### config.mk
export PLATFORM = sky130hd
export DESIGN_NAME = key_debounce_multi_flat
export DESIGN_NICKNAME = d
export VERILOG_FILES = /design/src/rtl/key_debounce_multi_if.sv /design/src/rtl/key_debounce_multi.sv /design/src/flat_wrapper.sv
export SDC_FILE = /design/constraint.sdc
export NUM_CORES = 1
export LEC_CHECK = 0
export BUFFER_PORTS_ARGS = -buffer_cell sky130_fd_sc_hd__buf_2
export CAP_MARGIN = 20
export CORE_MARGIN = 2
export CORE_UTILIZATION = 30
export DETAILED_ROUTE_END_ITERATION = 6
export GPL_ROUTABILITY_DRIVEN = 0
export PLACE_DENSITY = 0.45
export SETUP_SLACK_MARGIN = 0.4
export SLEW_MARGIN = 20
export SYNTH_ARGS = -nofsm -noshare
export SYNTH_HDL_FRONTEND = slang
export SYNTH_SLANG_ARGS = --single-unit
### constraint.sdc
create_clock -name clk -period 2.92 [get_ports clk]
set_input_delay 0.292 -clock clk [delete_from_list [all_inputs] [get_ports clk]]
set_output_delay 0.292 -clock clk [all_outputs]
set_load 0.02 [all_outputs]
### src/rtl/key_debounce_multi_if.sv
`default_nettype none
// ============================================================================
// Module  : key_debounce_multi_if
// Brief   : Key pin and conditioned-event bundle for key_debounce_multi.
// Revision: 1.0 - initial release
// ============================================================================
interface key_debounce_multi_if #(
  parameter int N_KEYS = 4
) ();
  logic [N_KEYS-1:0] key_in;
  logic [N_KEYS-1:0] key_level;
  logic [N_KEYS-1:0] press_pulse;
  logic [N_KEYS-1:0] release_pulse;
  logic [N_KEYS-1:0] long_pulse;

  modport master (
    output key_in,
    input  key_level, press_pulse, release_pulse, long_pulse
  );

  modport slave (
    input  key_in,
    output key_level, press_pulse, release_pulse, long_pulse
  );
endinterface
`default_nettype wire

### src/rtl/key_debounce_multi.sv
`default_nettype none
// ============================================================================
// Module  : key_debounce_multi
// Brief   : N-channel key conditioner: sync, symmetric debounce, level and
//           press/release/long-press pulses per channel.
// Revision: 1.0 - initial release
// ============================================================================
module key_debounce_multi #(
  parameter int N_KEYS       = 4,
  parameter int DEBOUNCE_CYC = 1_000_000,
  parameter int LONG_CYC     = 50_000_000,
  parameter bit ACTIVE_LOW   = 1'b1
) (
  input wire logic            clk,
  input wire logic            rst_n,
  key_debounce_multi_if.slave bus
);

  localparam int DB_W   = $clog2(DEBOUNCE_CYC);
  localparam int HOLD_W = $clog2(LONG_CYC);

  localparam logic [DB_W-1:0]   c_DEB_MAX   = DB_W'(DEBOUNCE_CYC - 1);
  localparam logic [HOLD_W-1:0] c_HOLD_MAX  = HOLD_W'(LONG_CYC - 1);
  localparam logic [HOLD_W-1:0] c_LONG_FIRE = HOLD_W'(LONG_CYC - 2);
  localparam logic              c_RELEASED  = ACTIVE_LOW;

  logic [N_KEYS-1:0] w_level;
  logic [N_KEYS-1:0] w_press;
  logic [N_KEYS-1:0] w_release;
  logic [N_KEYS-1:0] w_long;

  generate
    for (genvar i = 0; i < N_KEYS; i++) begin : g_ch
      logic              r_sync1;
      logic              r_sync2;
      logic              r_level;
      logic              r_press;
      logic              r_release;
      logic              r_long;
      logic [DB_W-1:0]   r_cnt;
      logic [HOLD_W-1:0] r_hold;
      logic              w_p;
      logic              w_mismatch;
      logic              w_toggle;

      assign w_p        = r_sync2 ^ ACTIVE_LOW;
      assign w_mismatch = (w_p != r_level);
      assign w_toggle   = w_mismatch && (r_cnt == c_DEB_MAX);

      always_ff @(posedge clk) begin
        if (!rst_n) begin
          r_sync1   <= c_RELEASED;
          r_sync2   <= c_RELEASED;
          r_level   <= 1'b0;
          r_press   <= 1'b0;
          r_release <= 1'b0;
          r_long    <= 1'b0;
          r_cnt     <= '0;
          r_hold    <= '0;
        end else begin
          r_sync1   <= bus.key_in[i];
          r_sync2   <= r_sync1;
          r_press   <= w_toggle && !r_level;
          r_release <= w_toggle && r_level;

          if (w_toggle) begin
            r_level <= !r_level;
            r_cnt   <= '0;
          end else if (w_mismatch) begin
            r_cnt <= r_cnt + 1'b1;
          end else begin
            r_cnt <= '0;
          end

          if (!r_level) begin
            r_hold <= '0;
          end else if (r_hold != c_HOLD_MAX) begin
            r_hold <= r_hold + 1'b1;
          end

          // A release accepted on the very edge the hold matures must not also report a long press.
          r_long <= r_level && !w_toggle && (r_hold == c_LONG_FIRE);
        end
      end

      assign w_level[i]   = r_level;
      assign w_press[i]   = r_press;
      assign w_release[i] = r_release;
      assign w_long[i]    = r_long;
    end
  endgenerate

  assign bus.key_level     = w_level;
  assign bus.press_pulse   = w_press;
  assign bus.release_pulse = w_release;
  assign bus.long_pulse    = w_long;

endmodule
`default_nettype wire
### src/flat_wrapper.sv
// flat-port wrapper written by rule: the top's interface ports become plain ports
module key_debounce_multi_flat 
#(
  parameter int N_KEYS       = 4,
  parameter int DEBOUNCE_CYC = 1_000_000,
  parameter int LONG_CYC     = 50_000_000,
  parameter bit ACTIVE_LOW   = 1'b1
)
  (clk, rst_n, bus_key_in, bus_key_level, bus_press_pulse, bus_release_pulse, bus_long_pulse);
  key_debounce_multi_if #(.N_KEYS(N_KEYS)) bus_i ();
  input wire logic clk;
  input wire logic rst_n;
  input wire logic [$bits(bus_i.key_in)-1:0] bus_key_in;
  output wire logic [$bits(bus_i.key_level)-1:0] bus_key_level;
  output wire logic [$bits(bus_i.press_pulse)-1:0] bus_press_pulse;
  output wire logic [$bits(bus_i.release_pulse)-1:0] bus_release_pulse;
  output wire logic [$bits(bus_i.long_pulse)-1:0] bus_long_pulse;
  assign bus_i.key_in = bus_key_in;
  assign bus_key_level = bus_i.key_level;
  assign bus_press_pulse = bus_i.press_pulse;
  assign bus_release_pulse = bus_i.release_pulse;
  assign bus_long_pulse = bus_i.long_pulse;
  key_debounce_multi #(.N_KEYS(N_KEYS), .DEBOUNCE_CYC(DEBOUNCE_CYC), .LONG_CYC(LONG_CYC), .ACTIVE_LOW(ACTIVE_LOW)) u_core (.clk(clk), .rst_n(rst_n), .bus(bus_i));
endmodule
==> impl_metrics.env, run 1 <==
export IMPL_final_cell_mix="dfxtp_1, nor2_1, xor2_1, nand3_1, nand2_1"
export IMPL_fmax_mhz=444
export IMPL_reg2reg_slack_ns=0.67
export IMPL_first_pass_iters=6
export IMPL_overflow=0
export IMPL_num_antenna_cells=0
export IMPL_grt_usage=0.117
export IMPL_path_buf_inv=1
export IMPL_min_path_type="in -> reg"
export IMPL_critPathLaunchType="flip-flop"
export IMPL_clkLatencyLatePin_ns=0.51
export IMPL_die_y_um=178
export IMPL_start_util=0.306
export IMPL_clock_sinks=208
export IMPL_fin_tns_setup_ns=0
export IMPL_post_route_period_util=0.772
export IMPL_syn_area_per_cell_um2=8.73
export IMPL_io_buffers=21
export IMPL_holdWs_ns=0.176
export IMPL_htree_levels=1
export IMPL_dp_slack_ns=0.640
export IMPL_cp_required_ns=3.32
export IMPL_clk_path_buf_depth=3
export IMPL_timing_final_hold_violations=0
export IMPL_avgRoutedWirePerCell_um=12.3
export IMPL_fin_worst_skew_ns=0.00952
export IMPL_cp_slowest_cell="or4b_2"
export IMPL_irDropWorstVdd_v=0.000367
export IMPL_slew_viol_final=0
export IMPL_status="complete, no violations"
export IMPL_async_flop_share=0
export IMPL_syn_nets=1063
export IMPL_relSlewSlack=0.424
export IMPL_ios=22
export IMPL_setup_viol=0
export IMPL_startpoint="u_core.g_ch[2].r_cnt[7]$_SDFF_PP0_"
export IMPL_core_area_um2=29800
export IMPL_yosysWarningCount=0
export IMPL_critPathArrivalTime_ns=2.65
export IMPL_crit_cells=6
export IMPL_placedCellCount=1427
export IMPL_synthCells=1045
export IMPL_dp_hpwl_mm=12.3
export IMPL_power_w=0.00605
export IMPL_final_common_cell="dfxtp_1"
export IMPL_slowest_delay_ns=0.68
export IMPL_fin_nets=1086
export IMPL_worstHoldStart="rst_n"
export IMPL_cts_clk_slew_worst_paths_ns=0.06
export IMPL_grt_pass1_wl_mm=31.3
export IMPL_tightest_slew_ns=0.862
export IMPL_vias=6912
export IMPL_cts_repair_resize_count=0
export IMPL_cp_end_kind="flip-flop"
export IMPL_rows=63
export IMPL_syn_area_um2=9130
export IMPL_cts_root_buf="clkbuf_16"
export IMPL_crit_end="u_core.g_ch[2].r_cnt[10]$_SDFF_PP0_"
export IMPL_stdcell_count=1476
export IMPL_min_period_ns=2.25
export IMPL_grt_pass1_vias=6523
export IMPL_synth_flop_cell="dfxtp_1"
export IMPL_crit_chain="or4b_2 > nor3_1 > and4_1 > nand3b_1 > buf_4 > nor2_1"
export IMPL_synth_seq_cells=208
export IMPL_layout_drive_gt1_share=0.0820
export IMPL_synth_edf_count=0
export IMPL_vias_per_cell=4.68
export IMPL_post_route_worst_setup_slack_ns=0.667
export IMPL_rr_endpoint="u_core.g_ch[2].r_cnt[10]$_SDFF_PP0_"
export IMPL_yosysSeqAreaShare=0.456
export IMPL_post_cts_buffers=0
export IMPL_grt_max_degree=27
export IMPL_worstSetupPathType="reg -> reg"
export IMPL_drc=0
export IMPL_postCtsHoldBufs=4
export IMPL_cpLargestDelayFamily="simple AND/OR/NAND/NOR gates"
export IMPL_areaGrowthSynthToFinish_pct=14.9
export IMPL_drtIter0Drc=356
export IMPL_ant_nets=0
export IMPL_grt_antenna_before_repair=0
export IMPL_routed_wl_mm=18.1
export IMPL_path_max_fanout=11
export IMPL_n_fill_cell=3101
export IMPL_cap_violations=0
export IMPL_die_area_um2=31800
export IMPL_synth_distinct_cells=49
export IMPL_ff2ff_path_depth=6
export IMPL_cts_buffers=25
export IMPL_cts_tree="yes"
export IMPL_r2r_start="u_core.g_ch[2].r_cnt[7]$_SDFF_PP0_"
export IMPL_die_w_um=178
export IMPL_power_density_nw_per_um2=577
export IMPL_rsz0062_at_grt="no"
export IMPL_p_leak_nw=3.45
## sequential cells by signal, summed over array words and instances, names as in the netlist
signal,count
u_core.g_ch.r_sync2,4
u_core.g_ch.r_press,4
u_core.g_ch.r_cnt,80
u_core.g_ch.r_hold,104
u_core.g_ch.r_sync1,4
u_core.g_ch.r_level,4
u_core.g_ch.r_release,4
u_core.g_ch.r_long,4
## layer usage
metal / vias to the layer above / part of all wire / GRT usage
met5: - / 0 / 0
met4: 0 / 0.024 / 0.0332
met3: 30 / 0.024 / 0.0198
met2: 50 / 0.44 / 0.190
met1: 3175 / 0.51 / 0.160
li1: 3657 / - / -
## Yosys cell counts (16+ instances only)
master    instances  area share
nand2_1          69       0.028
nor3_1           21       0.012
nand3_1          82       0.045
buf_4            16       0.013
xnor2_1          47       0.045
xor2_1           99       0.095
dfxtp_1         208        0.46
o21ai_0          23       0.013
a21oi_1          17      0.0093
and3_1           35       0.024
and4_1           17       0.016
nor2_1          188       0.077
nor4_1           20       0.014
or3_1            17       0.012
inv_1            17      0.0070
nand4_1          45       0.031
clkbuf_1         22      0.0090
## report_power, final
part           internal, W  switching [W]  leakage, nW
Combinational    0.0000144      0.0000210         1.36
Clock              0.00199        0.00118        0.418
Sequential         0.00284     0.00000375         1.68
## final cells by class
| type | instances | area, um^2 | share of cell area |
|---|---|---|---|
| clock inverters | 10 | 134 | 0.0128 |
| repair buffers | 36 | 228 | 0.0217 |
| flip-flops and latches | 208 | 4160 | 0.397 |
| clock buffers | 35 | 723 | 0.0690 |
| multi-input cells | 779 | 4680 | 0.447 |
| well taps | 390 | 488 | 0.0465 |
| inverters | 18 | 67.6 | 0.00644 |
## cells by family (layout without fill, tap and decap cells)
logic type,after synthesis,count (layout),synth area share
fa+ha+maj,12,12,0.0164
flops,208,208,0.456
xor+xnor,146,146,0.140
mux,3,3,0.00329
buf+inv,58,99,0.0307
compound gates,65,65,0.0425
simple gates,553,553,0.311
## metrics by stage
stage	instance area, um^2	utilization
after floorplan	9130	-
after global placement	9590	0.322
after detailed placement	9590	0.322
after CTS	10500	0.352
after global routing	10500	0.352
final	10500	0.352
## how the worst min path moves through the flow
stage / to / cells past startpoint
after floorplan: u_core.g_ch[0].r_sync2$_SDFF_PN1_ / 1
after global placement: u_core.g_ch[2].r_sync2$_SDFF_PN1_ / 1
after detailed placement: u_core.g_ch[0].r_sync2$_SDFF_PN1_ / 1
after CTS: u_core.g_ch[0].r_sync2$_SDFF_PN1_ / 2
after global routing: u_core.g_ch[1].r_sync2$_SDFF_PN1_ / 2
final: u_core.g_ch[0].r_sync2$_SDFF_PN1_ / 2
Power figures use the tool's default switching activity.
==> inputs of run 2 (changes only) <==
--- a/config.mk
+++ b/config.mk
@@ -5,6 +5,7 @@
 export SDC_FILE = /design/constraint.sdc
 export NUM_CORES = 1
 export LEC_CHECK = 0
+export ABC_AREA = 1
 export BUFFER_PORTS_ARGS = -buffer_cell sky130_fd_sc_hd__buf_2
 export CAP_MARGIN = 20
 export CORE_MARGIN = 2
==> constraint.sdc (replaced) <==
create_clock -name clk -period 2.3 [get_ports clk]
set_input_delay 0.23 -clock clk [delete_from_list [all_inputs] [get_ports clk]]
set_output_delay 0.23 -clock clk [all_outputs]
set_load 0.02 [all_outputs]
==> run 2 against run 1 <==
Register-to-register slack worse by 0.04 ns. Sequential share of layout area decreased by 5.7 points. Power rose by 29%. Utilization is 0.70 points lower. Synthesized cell count rose by 55%. Maximum frequency increased by 34%. Area after synthesis grew 18%. Worst setup slack worse by 0.043 ns. Non-clock buffer count decreased by 4. Largest cell class unchanged. Largest power group unchanged.
==> impl_metrics.env, run 2 <==
export IMPL_syn_area_um2=10800
export IMPL_yosysSeqAreaShare=0.386
export IMPL_synth_most_common_cell="nand2_1"
export IMPL_path_max_fanout=7
export IMPL_intPower_w=0.00623
export IMPL_drc=0
export IMPL_cts_clk_slew_worst_paths_ns=0.06
export IMPL_final_cell_mix="nand2_1, nor2_1, dfxtp_1, inv_1, a21oi_1"
export IMPL_avgRoutedWirePerCell_um=11.4
export IMPL_largest_register="u_core.g_ch.r_hold"
export IMPL_switchingPower_w=0.00160
export IMPL_clock_sinks=208
export IMPL_dp_hpwl_mm=18.2
export IMPL_top_regs="u_core.g_ch.r_hold: 104 flops, u_core.g_ch.r_cnt: 80 flops"
export IMPL_syn_area_per_cell_um2=6.64
export IMPL_synth_distinct_cells=35
export IMPL_relSlewSlack=0.659
export IMPL_final_common_cell="nand2_1"
export IMPL_power_density_nw_per_um2=639
export IMPL_overflow=0
export IMPL_core_area_um2=35500
export IMPL_ys_top_cells_by_area="dfxtp_1, nand2_1, nor2_1"
export IMPL_syn_nets=1642
export IMPL_cp_required_ns=2.72
export IMPL_worstHoldStart="rst_n"
export IMPL_vias=9325
export IMPL_setup_viol=0
export IMPL_rows=69
export IMPL_start_util=0.304
export IMPL_critPathArrivalTime_ns=2.10
export IMPL_htree_levels=1
export IMPL_power_w=0.00783
export IMPL_vias_per_cell=4.38
export IMPL_die_area_um2=37500
export IMPL_cts_tree="yes"
export IMPL_fin_worst_skew_ns=0.00850
export IMPL_drtIter0Drc=435
export IMPL_fin_nets=1667
export IMPL_ant_nets=0
export IMPL_timing_final_hold_violations=0
export IMPL_grt_pass1_wl_mm=42.0
export IMPL_synth_edf_count=0
export IMPL_yosys_area_top_type="dfxtp_1"
export IMPL_synth_flop_cell="dfxtp_1"
export IMPL_die_w_um=194
export IMPL_cp_end_kind="flip-flop"
export IMPL_synthCells=1624
export IMPL_irDropWorstVdd_v=0.000505
export IMPL_power_frac_comb=0.006
export IMPL_async_flop_share=0
export IMPL_fmax_mhz=597
export IMPL_clk_path_buf_depth=3
export IMPL_min_path_type="in -> reg"
export IMPL_num_antenna_cells=0
export IMPL_yosys_top_cells_count="nand2_1, nor2_1, dfxtp_1"
export IMPL_synth_top_cell_area_share=0.386
export IMPL_tightest_slew_ns=0.511
export IMPL_grt_pass1_vias=8616
export IMPL_worstSetupPathType="reg -> reg"
export IMPL_min_period_ns=1.68
export IMPL_post_route_period_util=0.729
export IMPL_seq_power_share=0.462
export IMPL_layout_drive_gt1_share=0.0905
export IMPL_status="complete, no violations"
export IMPL_grt_antenna_before_repair=0
export IMPL_largest_reg_flops=104
export IMPL_ios=22
export IMPL_grt_max_degree=21
export IMPL_cap_violations=0
export IMPL_r2r_start="u_core.g_ch[0].r_hold[0]$_SDFFE_PN0P_"
export IMPL_synth_seq_cells=208
export IMPL_p_leak_nw=3.74
export IMPL_clkLatencyLatePin_ns=0.53
export IMPL_critPathLaunchType="flip-flop"
export IMPL_routed_wl_mm=24.4
export IMPL_p_clk_frac=0.532
export IMPL_die_y_um=194
export IMPL_cts_root_buf="clkbuf_16"
export IMPL_areaGrowthSynthToFinish_pct=13.6
export IMPL_slew_viol_final=0
export IMPL_startpoint="u_core.g_ch[0].r_hold[0]$_SDFFE_PN0P_"
export IMPL_yosysWarningCount=0
export IMPL_first_pass_iters=5
export IMPL_switching_share=0.204
export IMPL_io_buffers=21
export IMPL_grt_usage=0.131
export IMPL_cts_buffers=26
export IMPL_rsz0062_at_grt="no"
export IMPL_fin_tns_setup_ns=0
run 2: cell count changes after synthesis, sizes merged, moves of 18 or more:
cell,delta
a21oi,+72
clkbuf,-18
inv,+127
xor2,-68
nor4,-22
nand4,-21
and3,-33
nand2,+371
nor2,+227
run 2: through the flow:
stage               utilization  instances  area [um^2]  setup slack [ns]  hold slack (ns)
floorplan                     -       1624        10800             0.885            0.337
global placement          0.318       2078        11300             0.613            0.399
detailed placement        0.318       2078        11300             0.580            0.404
CTS                       0.345       2130        12200             0.563           0.0905
global route              0.345       2130        12200             0.457            0.130
finish                    0.345       2130        12200             0.624            0.116
run 2: cells by family after synthesis:
group	Yosys count	share of synthesized area
xor gates and xnor gates	72	0.0585
buffers and inverters	182	0.0721
adders and majority gates	12	0.0139
AOI/OAI and AO/OA	119	0.0562
DFF	208	0.386
and+or+nand+nor	1031	0.413
run 2: path summary, 6_finish.rpt:
path / end / slack [ns] / depth (start not counted)
setup / recovery: u_core.g_ch[0].r_hold[22]$_SDFFE_PN0P_ / 0.62 / 8
hold / removal: u_core.g_ch[0].r_level$_SDFFE_PN0P_ / 0.12 / 3
setup reg to reg: u_core.g_ch[0].r_hold[22]$_SDFFE_PN0P_ / 0.62 / 8
hold reg to reg: u_core.g_ch[1].r_sync2$_SDFF_PN1_ / 0.41 / 1
run 2: power by group through the flow:
| stage | clock network [W] | registers [W] | logic, W |
|---|---|---|---|
| 3_3_place_gp | 0 | 0.00370 | 0.0000442 |
| 5_1_grt | 0.00447 | 0.00362 | 0.0000544 |
| 2_1_floorplan | 0 | 0.00369 | 0.0000295 |
| 6_report | 0.00416 | 0.00362 | 0.0000484 |
| 3_5_place_dp | 0 | 0.00370 | 0.0000441 |
| 4_1_cts | 0.00431 | 0.00362 | 0.0000491 |
run 2: worst max-delay path, cell delays in order (launching register included):
cell     delay, ns
dfxtp_1       0.42
ha_1          0.35
inv_2         0.08
nor2_4        0.18
nand2_1       0.13
nor2_2        0.20
nand4_1       0.11
nand2_1       0.07
nor2_1        0.04
run 2: cell type report:
type / instances / area, um^2
Multi-Input combinational cell: 1234 / 5840
Fill cell: 3888 / 23200
Inverter: 147 / 552
Clock inverter: 6 / 55.1
Timing Repair Buffer: 32 / 210
Sequential cell: 208 / 4160
Clock buffer: 42 / 842
Tap cell: 461 / 577
run 2: timing repair:
item	4_1_cts	5_1_grt
gates resized for setup	0	1
buffers inserted	0	0
hold buffers	4	0
setup endpoints to repair	0	4
hold endpoints to repair	4	0
run 2: routing by layer:
| metal | vias to the layer above | GRT usage | part of all wire | routed length, um |
|---|---|---|---|---|
| met4 | 0 | 0.0328 | 0.020 | 488 |
| met5 | - | 0 | 0 | 0 |
| met1 | 4095 | 0.190 | 0.52 | 12800 |
| met2 | 85 | 0.200 | 0.42 | 10300 |
| li1 | 5112 | - | - | - |
| met3 | 33 | 0.0218 | 0.031 | 744 |
